### config.mk
export PLATFORM = sky130hd
export DESIGN_NAME = pwr_seq_nrail
export DESIGN_NICKNAME = d
export VERILOG_FILES = /design/src/rtl/pwr_seq_pkg.sv /design/src/rtl/ms_tick_cnt.sv /design/src/rtl/pwr_seq_nrail.sv
export SDC_FILE = /design/constraint.sdc
export NUM_CORES = 1
export LEC_CHECK = 0
export CORE_ASPECT_RATIO = 1.1
export CORE_MARGIN = 3
export CORE_UTILIZATION = 53
export CTS_CLUSTER_DIAMETER = 200
export DETAILED_ROUTE_END_ITERATION = 6
export PLACE_DENSITY = 0.83
export RECOVER_POWER = 100
export SETUP_SLACK_MARGIN = 0.02
export SLEW_MARGIN = 20
export SYNTH_ARGS = -nofsm -noshare
export SYNTH_HDL_FRONTEND = slang
export SYNTH_SLANG_ARGS = --single-unit
### constraint.sdc
create_clock -name iClk -period 4.3 [get_ports iClk]
set_clock_uncertainty 0.1 [all_clocks]
set_input_delay 1.075 -clock iClk [delete_from_list [all_inputs] [get_ports iClk]]
set_output_delay 1.075 -clock iClk [all_outputs]
set_load 0.005 [all_outputs]
### src/rtl/pwr_seq_pkg.sv
// Shared definitions for the n-rail power sequencer: state codes, fault types, delay constants.
package pwr_seq_pkg;

  typedef enum logic [3:0] {
    StOn     = 4'h0,
    StPwrDn  = 4'h2,
    StSettle = 4'h3,
    StPwrUp  = 4'h5,
    StIdle   = 4'h9,
    StFault  = 4'hF
  } seq_state_e;

  localparam logic [1:0] FltNone      = 2'd0;
  localparam logic [1:0] FltUpTimeout = 2'd1;
  localparam logic [1:0] FltPgLoss    = 2'd2;
  localparam logic [1:0] FltDnEmerg   = 2'd3;

  // Rail index reported for an emergency shutdown; no real rail uses it.
  localparam logic [2:0] EmergRail = 3'd7;

  localparam logic [15:0] dly_0ms   = 16'd0;
  localparam logic [15:0] dly_1ms   = 16'd1;
  localparam logic [15:0] dly_10ms  = 16'd10;
  localparam logic [15:0] dly_100ms = 16'd100;
  localparam logic [15:0] dly_1s    = 16'd1000;
  localparam logic [15:0] dly_10s   = 16'd10000;

  function automatic logic [2:0] lowest_set(input logic [7:0] v);
    logic [2:0] r;
    r = '0;
    for (int i = 7; i >= 0; i--) begin
      if (v[i]) r = i[2:0];
    end
    return r;
  endfunction

endpackage

### src/rtl/ms_tick_cnt.sv
// Clearable saturating millisecond counter with a count >= limit flag.
module ms_tick_cnt #(
  parameter int unsigned DLY_W = 16
) (
  input  logic             clk_i,
  input  logic             rst_i,
  input  logic             tick_i,
  input  logic             clr_i,
  input  logic [DLY_W-1:0] limit_i,
  output logic             ge_o
);

  logic [DLY_W-1:0] cnt_q, cnt_d, cnt_eff;

  // A clear takes effect immediately so the flag never reflects a stale count.
  always_comb begin
    cnt_eff = clr_i ? '0 : cnt_q;
    cnt_d   = cnt_eff;
    if (tick_i && (cnt_eff != '1)) cnt_d = cnt_eff + DLY_W'(1);
  end

  assign ge_o = (cnt_eff >= limit_i);

  always_ff @(posedge clk_i) begin
    if (rst_i) cnt_q <= '0;
    else       cnt_q <= cnt_d;
  end

endmodule

### src/rtl/pwr_seq_nrail.sv
// Master power sequencer: ordered rail bring-up with PG timeouts, reverse-order power-down,
// runtime PG-loss and emergency shutdown with a first-fault latch.
module pwr_seq_nrail
  import pwr_seq_pkg::*;
#(
  parameter int unsigned                   NUM_RAILS     = 4,
  parameter int unsigned                   DLY_W         = 16,
  parameter logic [NUM_RAILS*DLY_W-1:0]    RAIL_DLY_MS   = {4{dly_10ms}},
  parameter logic [DLY_W-1:0]              PG_TIMEOUT_MS = dly_10s,
  parameter logic [DLY_W-1:0]              OFF_DLY_MS    = dly_1ms
) (
  input  logic                 iClk,
  input  logic                 iRst,
  input  logic                 iTick_1ms,
  input  logic                 iPwr_Req,
  input  logic                 iEmerg_Off,
  input  logic                 iFault_Clr,
  input  logic [NUM_RAILS-1:0] iPwrgd,
  output logic [NUM_RAILS-1:0] oRail_En,
  output logic                 oAll_Pwrgd,
  output logic                 oFault_N,
  output logic [2:0]           oFault_Rail,
  output logic [1:0]           oFault_Type,
  output logic [3:0]           oDBG_FSM
);

  localparam logic [2:0]           LastIdx   = 3'(NUM_RAILS - 1);
  localparam logic [NUM_RAILS-1:0] FirstRail = {{(NUM_RAILS-1){1'b0}}, 1'b1};

  seq_state_e           state_q;
  logic [2:0]           idx_q;
  logic [NUM_RAILS-1:0] rail_en_q, sel_mask, nxt_mask, prv_mask;
  logic                 all_pwrgd_q, fault_n_q, dn_off_q, cnt_clr_q;
  logic [2:0]           fault_rail_q;
  logic [1:0]           fault_type_q;
  logic [7:0]           lost_all, lost_le, lost_lt;
  logic                 pg_cur, cnt_ge;
  logic [DLY_W-1:0]     dly_sel, cnt_limit;
  logic                 flt_hit;
  logic [1:0]           flt_type;
  logic [2:0]           flt_rail;

  always_comb begin
    sel_mask = '0;
    nxt_mask = '0;
    prv_mask = '0;
    lost_all = '0;
    lost_le  = '0;
    lost_lt  = '0;
    dly_sel  = '0;
    for (int i = 0; i < NUM_RAILS; i++) begin
      sel_mask[i] = (int'(idx_q) == i);
      nxt_mask[i] = (int'(idx_q) + 1 == i);
      prv_mask[i] = (int'(idx_q) == i + 1);
      lost_all[i] = ~iPwrgd[i];
      lost_le[i]  = ~iPwrgd[i] & (i <= int'(idx_q));
      lost_lt[i]  = ~iPwrgd[i] & (i < int'(idx_q));
      if (int'(idx_q) == i) dly_sel = RAIL_DLY_MS[i*DLY_W +: DLY_W];
    end
  end

  assign pg_cur = |(iPwrgd & sel_mask);

  // During power-down the counter first times the PG fall, then the inter-rail gap.
  always_comb begin
    case (state_q)
      StSettle: cnt_limit = dly_sel;
      StPwrDn:  cnt_limit = dn_off_q ? OFF_DLY_MS : PG_TIMEOUT_MS;
      default:  cnt_limit = PG_TIMEOUT_MS;
    endcase
  end

  ms_tick_cnt #(
    .DLY_W (DLY_W)
  ) u_ms_cnt (
    .clk_i   (iClk),
    .rst_i   (iRst),
    .tick_i  (iTick_1ms),
    .clr_i   (cnt_clr_q),
    .limit_i (cnt_limit),
    .ge_o    (cnt_ge)
  );

  // Fault detection in priority order: emergency, PG loss, timeout.
  always_comb begin
    flt_hit  = 1'b0;
    flt_type = FltNone;
    flt_rail = '0;
    if (iEmerg_Off && (state_q != StIdle) && (state_q != StFault)) begin
      flt_hit  = 1'b1;
      flt_type = FltDnEmerg;
      flt_rail = EmergRail;
    end else begin
      case (state_q)
        StPwrUp: begin
          if (|lost_lt) begin
            flt_hit  = 1'b1;
            flt_type = FltPgLoss;
            flt_rail = lowest_set(lost_lt);
          end else if (!pg_cur && cnt_ge) begin
            flt_hit  = 1'b1;
            flt_type = FltUpTimeout;
            flt_rail = idx_q;
          end
        end
        StSettle: begin
          if (|lost_le) begin
            flt_hit  = 1'b1;
            flt_type = FltPgLoss;
            flt_rail = lowest_set(lost_le);
          end
        end
        StOn: begin
          if (|lost_all) begin
            flt_hit  = 1'b1;
            flt_type = FltPgLoss;
            flt_rail = lowest_set(lost_all);
          end
        end
        StPwrDn: begin
          if (!dn_off_q && pg_cur && cnt_ge) begin
            flt_hit  = 1'b1;
            flt_type = FltDnEmerg;
            flt_rail = idx_q;
          end
        end
        default: ;
      endcase
    end
  end

  always_ff @(posedge iClk) begin
    if (iRst) begin
      state_q      <= StIdle;
      idx_q        <= '0;
      rail_en_q    <= '0;
      all_pwrgd_q  <= 1'b0;
      fault_n_q    <= 1'b1;
      fault_rail_q <= '0;
      fault_type_q <= FltNone;
      dn_off_q     <= 1'b0;
      cnt_clr_q    <= 1'b0;
    end else begin
      cnt_clr_q   <= 1'b0;
      all_pwrgd_q <= 1'b0;
      if (flt_hit) begin
        state_q      <= StFault;
        rail_en_q    <= '0;
        fault_n_q    <= 1'b0;
        fault_rail_q <= flt_rail;
        fault_type_q <= flt_type;
      end else begin
        case (state_q)
          StIdle: begin
            if (iPwr_Req && !iEmerg_Off) begin
              state_q   <= StPwrUp;
              idx_q     <= '0;
              rail_en_q <= FirstRail;
              cnt_clr_q <= 1'b1;
            end
          end
          StPwrUp: begin
            if (pg_cur) begin
              state_q   <= StSettle;
              cnt_clr_q <= 1'b1;
            end else if (!iPwr_Req) begin
              state_q   <= StPwrDn;
              dn_off_q  <= 1'b0;
              rail_en_q <= rail_en_q & ~sel_mask;
              cnt_clr_q <= 1'b1;
            end
          end
          StSettle: begin
            if (cnt_ge) begin
              if (idx_q == LastIdx) begin
                state_q <= StOn;
              end else begin
                state_q   <= StPwrUp;
                idx_q     <= idx_q + 3'd1;
                rail_en_q <= rail_en_q | nxt_mask;
                cnt_clr_q <= 1'b1;
              end
            end else if (!iPwr_Req) begin
              state_q   <= StPwrDn;
              dn_off_q  <= 1'b0;
              rail_en_q <= rail_en_q & ~sel_mask;
              cnt_clr_q <= 1'b1;
            end
          end
          StOn: begin
            if (!iPwr_Req) begin
              state_q   <= StPwrDn;
              dn_off_q  <= 1'b0;
              rail_en_q <= rail_en_q & ~sel_mask;
              cnt_clr_q <= 1'b1;
            end else begin
              all_pwrgd_q <= 1'b1;
            end
          end
          StPwrDn: begin
            if (!dn_off_q) begin
              if (!pg_cur) begin
                if (idx_q == '0) begin
                  state_q <= StIdle;
                end else begin
                  dn_off_q  <= 1'b1;
                  cnt_clr_q <= 1'b1;
                end
              end
            end else if (cnt_ge) begin
              idx_q     <= idx_q - 3'd1;
              rail_en_q <= rail_en_q & ~prv_mask;
              dn_off_q  <= 1'b0;
              cnt_clr_q <= 1'b1;
            end
          end
          StFault: begin
            if (iFault_Clr && !iPwr_Req && !iEmerg_Off) begin
              state_q      <= StIdle;
              idx_q        <= '0;
              fault_n_q    <= 1'b1;
              fault_rail_q <= '0;
              fault_type_q <= FltNone;
            end
          end
          default: state_q <= StIdle;
        endcase
      end
    end
  end

  assign oRail_En    = rail_en_q;
  assign oAll_Pwrgd  = all_pwrgd_q;
  assign oFault_N    = fault_n_q;
  assign oFault_Rail = fault_rail_q;
  assign oFault_Type = fault_type_q;
  assign oDBG_FSM    = state_q;

endmodule

==> impl_results.md, run 1 <==
- Status: complete, no violations
- Setup Buffers After CTS: 0
- Maximum VDD drop: 0.000247 V
- Clock tree buffer depth: 2
- Die Width: 75.1 um
- Core area: 5030 um2
- Hold path start: oFault_Type[1]$_SDFFE_PP0P_
- Gates resized, CTS repair: 0
- Distinct cells, synth: 70
- ANT nets after route: 0
- Row cnt: 27
- Port Buf Inserts: 24
- Gr usage total: 0.268
- Yosys top cell by area: dfxtp_1
- Crit start category: register
- # clock sinks: 36
- Main synth FF type: dfxtp_1
- Die area: 6160 um2
- Post-layout util: 0.634
- Clock-pin slew on the worst setup and hold paths: 0.07 ns
- N_diodes: 0
- Synth top area share: 0.259
- Fmax: 248 MHz
- Synth warn: 0
- Placed wire-length estimate: 5820 um
- Final Setup Violations: 0
- Worst Path Buf+Inv: 0
- Most common cell after layout, fill and taps aside: nor2_1
- Hold_buf cts: 0
- R2R Path End: dn_off_q$_SDFFE_PP0P_
- Total CTS buffers: 5
- Synth area leaders: dfxtp_1 26%, ha_1 7.2%, nor2_1 5.8%
- Clock latency on the worst-skew pair: 0.29 ns
- Drt pass-1 iters: 5
- CP cell instances: or3b_1 > nor2_1 > nand2_1 > nand2_1 > ha_1 > a21o_1 > a221oi_2 > nor2_1 > a211o_1 > a21o_1 > a2111oi_2 > mux2_1
- Nets: 415
- Htree depth: 2
- Synth-to-layout area growth: 14.7%
- DRC viols: 0
- Critical Path Sink Type: register
- Starting Density: 0.553
- Mapped Cells: 359
- WP data required: 4.38 ns
- Pwr Density: 306 nW/um2
- Share of the yosys chip area belonging to registers: 0.259
- Worst Path Arrival: 4.12 ns
- RSZ-0062 raised after global routing: false
- Syn nets: 385
- Die Ht: 82.0 um
- Vias: 2,888
- Critical Path Slowest Stage Cell: dfxtp_1
- Post-synth EDFFs: 0
- Async set-reset flop share out of synthesis: 0
- WHS Endpoint: oFault_Type[1]$_SDFFE_PP0P_
- Reg2reg setup slack: 0.26 ns
- Post-Synthesis Cell Area: 2780 um2
- DRT Wirelength: 7730 um
- Drt initial violations: 204
- Worst hold stages: 1
- Min Tclk post-route: 4.04 ns
- IO Pins: 25
- Total global routing overflow: 0
- Final hold vios: 0
- Largest net degree at the start of global routing: 22
- Post-synthesis register bit count: 36
- Global placement routability congestion: 0.977
- CTS root buf: clkbuf_8
- Final Slew Violations: 0
- CP peak stage delay: 0.58 ns
- Leak pwr: 1.28 nW
- Fin crit share: 0.939
- Wire per inst: 17.3 um
- Most frequent cells in the layout: 43 x nor2_1, 36 x dfxtp_1, 31 x nand2_1
- CP Class: reg2reg
- Total design power: 978 uW
- Layout cells sized above 1: 0.0848
- Slew of the pin with the lowest slew margin: 0.844 ns
- Reg-to-Reg Start: oDBG_FSM[1]$_SDFFE_PP0P_
- CTS tree: yes
- Worst relative slew slack: 0.423
- Initial antenna violation count: 0
- Final TNS setup: 0 ns
- Crit-path max FO: 13
- Via/cell ratio: 6.46
- Avg Inst Size Synth: 7.75 um2
- First-pass GRT wire length: 12,700 um
- Reg2Reg Depth: 12
- Hold Crit Class: reg2reg
- Critical path's top delay family: compound AO/OA/AOI/OAI gates
- Max-cap violations: 0
- Vias in the first global route: 2,731
per-stage QoR:
stage	hold WS (ns)	setup slack, ns	std cells	area, um2
after floorplan	0.356	0.715	359	2780
after global placement	0.350	0.512	440	3140
after detailed placement	0.349	0.379	440	3140
after CTS	0.375	0.348	447	3220
after global routing	0.390	0.0480	447	3190
final	0.364	0.261	447	3190
where the power goes:
group | switching (mW) | leakage (nW) | internal [mW]
clock network | 0.120 | 0.0410 | 0.110
registers | 0.0388 | 0.292 | 0.372
logic | 0.178 | 0.947 | 0.159
total | 0.337 | 1.28 | 0.641
sequential cells by signal, indices dropped and copies added (netlist names):
| name | flops |
|---|---|
| u_ms_cnt.cnt_q | 16 |
| oDBG_FSM | 4 |
| oRail_En | 4 |
| idx_q | 3 |
| oFault_Rail | 3 |
| oFault_Type | 2 |
| cnt_clr_q | 1 |
| dn_off_q | 1 |
| oAll_Pwrgd | 1 |
| oFault_N | 1 |
worst max path at each step:
stage	startpoint	to	slack [ns]	cells after the start
5_1_grt	oDBG_FSM[1]$_SDFFE_PP0P_	oRail_En[3]$_SDFFE_PP0P_	0.05	13
4_1_cts	oDBG_FSM[1]$_SDFFE_PP0P_	dn_off_q$_SDFFE_PP0P_	0.35	12
3_5_place_dp	oDBG_FSM[1]$_SDFFE_PP0P_	oRail_En[2]$_SDFFE_PP0P_	0.38	13
2_1_floorplan	idx_q[1]$_SDFFE_PP0P_	dn_off_q$_SDFFE_PP0P_	0.72	13
3_3_place_gp	oDBG_FSM[1]$_SDFFE_PP0P_	dn_off_q$_SDFFE_PP0P_	0.51	12
6_report	oDBG_FSM[1]$_SDFFE_PP0P_	dn_off_q$_SDFFE_PP0P_	0.26	12
logic make-up after synthesis:
kind of cell | synth area share
fa+ha+maj | 0.0719
mux | 0.0117
flops | 0.259
xor+xnor | 0.0504
compound gates | 0.286
simple gates | 0.277
buf+inv | 0.0436
layer usage:
layer / up-vias / wire (um) / share of wire / global-route usage
li1: 1383 / - / - / -
met1: 1346 / 3150 / 0.41 / 0.306
met2: 132 / 3860 / 0.50 / 0.468
met3: 27 / 479 / 0.062 / 0.0649
met4: 0 / 247 / 0.032 / 0.116
met5: - / 0 / 0 / 0
cells in the mapped netlist, types with 3 or more instances:
library cell / count
nor2_1: 43
dfxtp_1: 36
nand2_1: 31
a21oi_1: 30
ha_1: 16
nor2b_1: 14
nand3_1: 13
o21ai_0: 13
inv_1: 12
nor3_1: 12
clkbuf_1: 9
xnor2_1: 8
xor2_1: 8
and3_1: 7
buf_2: 7
nand2b_1: 5
o2bb2ai_1: 5
a31oi_1: 4
nand4_1: 4
nor4_1: 4
o211ai_1: 4
o21bai_1: 4
a21o_1: 3
a22oi_1: 3
a32o_1: 3
o21ai_1: 3
o311ai_0: 3
area by class of cell:
cell class / count / area (um2)
multi-input cells: 293 / 1920
fillers: 445 / 1840
flip-flops and latches: 36 / 721
repair buffers: 40 / 353
clock buffers: 6 / 72.6
well taps: 58 / 72.6
inverters: 13 / 48.8
clock inverters: 1 / 5.00
Note: power is estimated with default switching activity, not from simulation.
==> run 2: changes to the inputs <==
--- a/config.mk
+++ b/config.mk
@@ -10,7 +10,7 @@
 export CORE_UTILIZATION = 53
 export CTS_CLUSTER_DIAMETER = 200
 export DETAILED_ROUTE_END_ITERATION = 6
-export PLACE_DENSITY = 0.83
+export PLACE_DENSITY = 0.86
 export RECOVER_POWER = 100
 export SETUP_SLACK_MARGIN = 0.02
 export SLEW_MARGIN = 20
==> constraint.sdc (replaced) <==
create_clock -name iClk -period 3.55 [get_ports iClk]
set_clock_uncertainty 0.1 [all_clocks]
set_input_delay 0.8875 -clock iClk [delete_from_list [all_inputs] [get_ports iClk]]
set_output_delay 0.8875 -clock iClk [all_outputs]
set_load 0.005 [all_outputs]
==> impl_results.md, run 2 (synthesized netlist as in run 1, its figures left out) <==
- Drt initial violations: 170 (-17%)
- CTS root buf: clkbuf_8
- Via/cell ratio: 6.20 (-4.0%)
- Clock latency on the worst-skew pair: 0.29 ns (about the same)
- Fmax: 295 MHz (+19%)
- Htree depth: 2 (unchanged)
- Die area: 6160 um2 (unchanged)
- Port Buf Inserts: 24 (unchanged)
- Worst relative slew slack: 0.469 (+0.0466)
- Clock tree buffer depth: 2 (unchanged)
- WP data required: 3.64 ns (-0.74 ns)
- Fin crit share: 0.954 (+0.0147)
- N_diodes: 0 (unchanged)
- Post-layout util: 0.685 (+0.0502)
- DRT Wirelength: 8100 um (+4.7%)
- CTS tree: yes
- Wire per inst: 17.1 um (-1.2%)
- Placed wire-length estimate: 6340 um (+9.0%)
- Initial antenna violation count: 0 (unchanged)
- Most common cell after layout, fill and taps aside: nor2_1
- Register name with the most flops: u_ms_cnt.cnt_q
- Most frequent cells in the layout: 40 x nor2_1, 35 x dfxtp_1, 35 x buf_4
- Final hold vios: 0 (unchanged)
- Layout cells sized above 1: 0.156 (+0.0714)
- Gr usage total: 0.267 (-0.000835)
- Largest net degree at the start of global routing: 19 (-14%)
- Min Tclk post-route: 3.39 ns (-0.652 ns)
- Crit-path max FO: 8 (-5)
- Final Slew Violations: 0 (unchanged)
- Slew of the pin with the lowest slew margin: 0.776 ns (-0.0681 ns)
- Final Setup Violations: 0 (unchanged)
- Total CTS buffers: 5 (unchanged)
- Clock-pin slew on the worst setup and hold paths: 0.08 ns (about the same)
- # clock sinks: 36 (unchanged)
- Fillcell total: 428 (-3.8%)
- Synth-to-layout area growth: 23.8%
- Row cnt: 27 (unchanged)
- Maximum VDD drop: 0.000305 V (+24%)
- Die Width: 75.1 um (unchanged)
- Critical Path Sink Type: register
- Total global routing overflow: 0 (unchanged)
- ANT nets after route: 0 (unchanged)
- Vias in the first global route: 2,796 (+2.4%)
- Vias: 2,941 (+1.8%)
- Max-cap violations: 0 (unchanged)
- WHS: 0.360 ns (-0.00445 ns)
- Starting Density: 0.553 (unchanged)
- Pwr Density: 366 nW/um2 (+19%)
- Worst Path Arrival: 3.48 ns (-0.64 ns)
- Global placement routability congestion: 0.954 (-2.3%)
- Nets: 441 (+6.3%)
- Leak pwr: 1.41 nW (+10%)
- First-pass GRT wire length: 12,700 um (-0.38%)
- IO Pins: 25 (unchanged)
- Die Ht: 82.0 um (unchanged)
- Hold_buf cts: 0 (unchanged)
- CP Class: reg2reg
- Core area: 5030 um2 (unchanged)
- Drt pass-1 iters: 5 (unchanged)
- Hold Crit Class: reg2reg
- DRC viols: 0 (unchanged)
- Crit start category: register
- Largest register FFs: 16 (unchanged)
- Status: complete, no violations
==> run 2: changes by cell type in the layout (fill, tap and decap cells not counted), sizes merged <==
cell	delta
clkdlybuf4s50	+3
buf	+22
clkbuf	+4
clkinv	+1
dlygate4sd3	-3
==> run 2: layout make-up <==
cell class                 instances  area (um2)  share of cell area
tap                               58        72.6              0.0211
sequential                        36         722               0.210
clock inverter                     2        10.0             0.00290
timing repair buffer              66         531               0.154
clock buffer                       6        82.6              0.0240
inverter                          13        48.8              0.0142
multi-input combinational        293        1980               0.574
==> run 2: metal layers <==
| layer | track usage | vias to the layer above | part of all wire |
|---|---|---|---|
| met5 | 0 | - | 0 |
| met4 | 0.114 | 0 | 0.033 |
| met3 | 0.0441 | 27 | 0.048 |
| met2 | 0.490 | 99 | 0.51 |
| met1 | 0.298 | 1375 | 0.40 |
| li1 | - | 1440 | - |
==> run 2: per-stage QoR <==
stage	power (mW)	cells	setup TNS [ns]	area [um2]	setup WS (ns)
finish	1.26	474	0	3450	0.163
global route	1.32	474	-0.0159	3450	-0.00899
CTS	1.28	472	0	3420	0.102
detailed placement	0.976	464	0	3320	0.0975
global placement	0.972	464	0	3320	0.120
floorplan	0.767	359	0	2790	0.0535
==> run 2: critical path, cell delays in order, from the launching register on <==
cell and delay [ns]:
dfxtp_1 0.35, or3b_4 0.40, nor2_2 0.10, nand2_1 0.10, nand2_1 0.11, buf_4 0.14, ha_1 0.26, a211oi_2 0.24
o21bai_1 0.17, a211o_1 0.38, buf_2 0.22, a211oi_4 0.32, o21ai_1 0.12, a32o_1 0.27
==> run 2: final timing paths <==
kind,from,end,slack [ns],cells past startpoint
hold / removal,oFault_Type[0]$_SDFFE_PP0P_,oFault_Type[0]$_SDFFE_PP0P_,0.36,1
setup reg to reg,oDBG_FSM[1]$_SDFFE_PP0P_,oRail_En[1]$_SDFFE_PP0P_,0.16,13
hold reg to reg,oFault_Type[0]$_SDFFE_PP0P_,oFault_Type[0]$_SDFFE_PP0P_,0.36,1
setup / recovery,oDBG_FSM[1]$_SDFFE_PP0P_,oRail_En[1]$_SDFFE_PP0P_,0.16,13
==> run 2: power breakdown <==
group	switching, mW	internal, mW	total [mW]
clock network	0.156	0.155	0.311
registers	0.0297	0.450	0.480
logic	0.245	0.224	0.469
==> run 2: repair_timing <==
item	CTS	global route
hold endpoints to repair	0	0
setup buffers	0	2
endpoints found under the setup margin	0	14
resized for setup	0	11
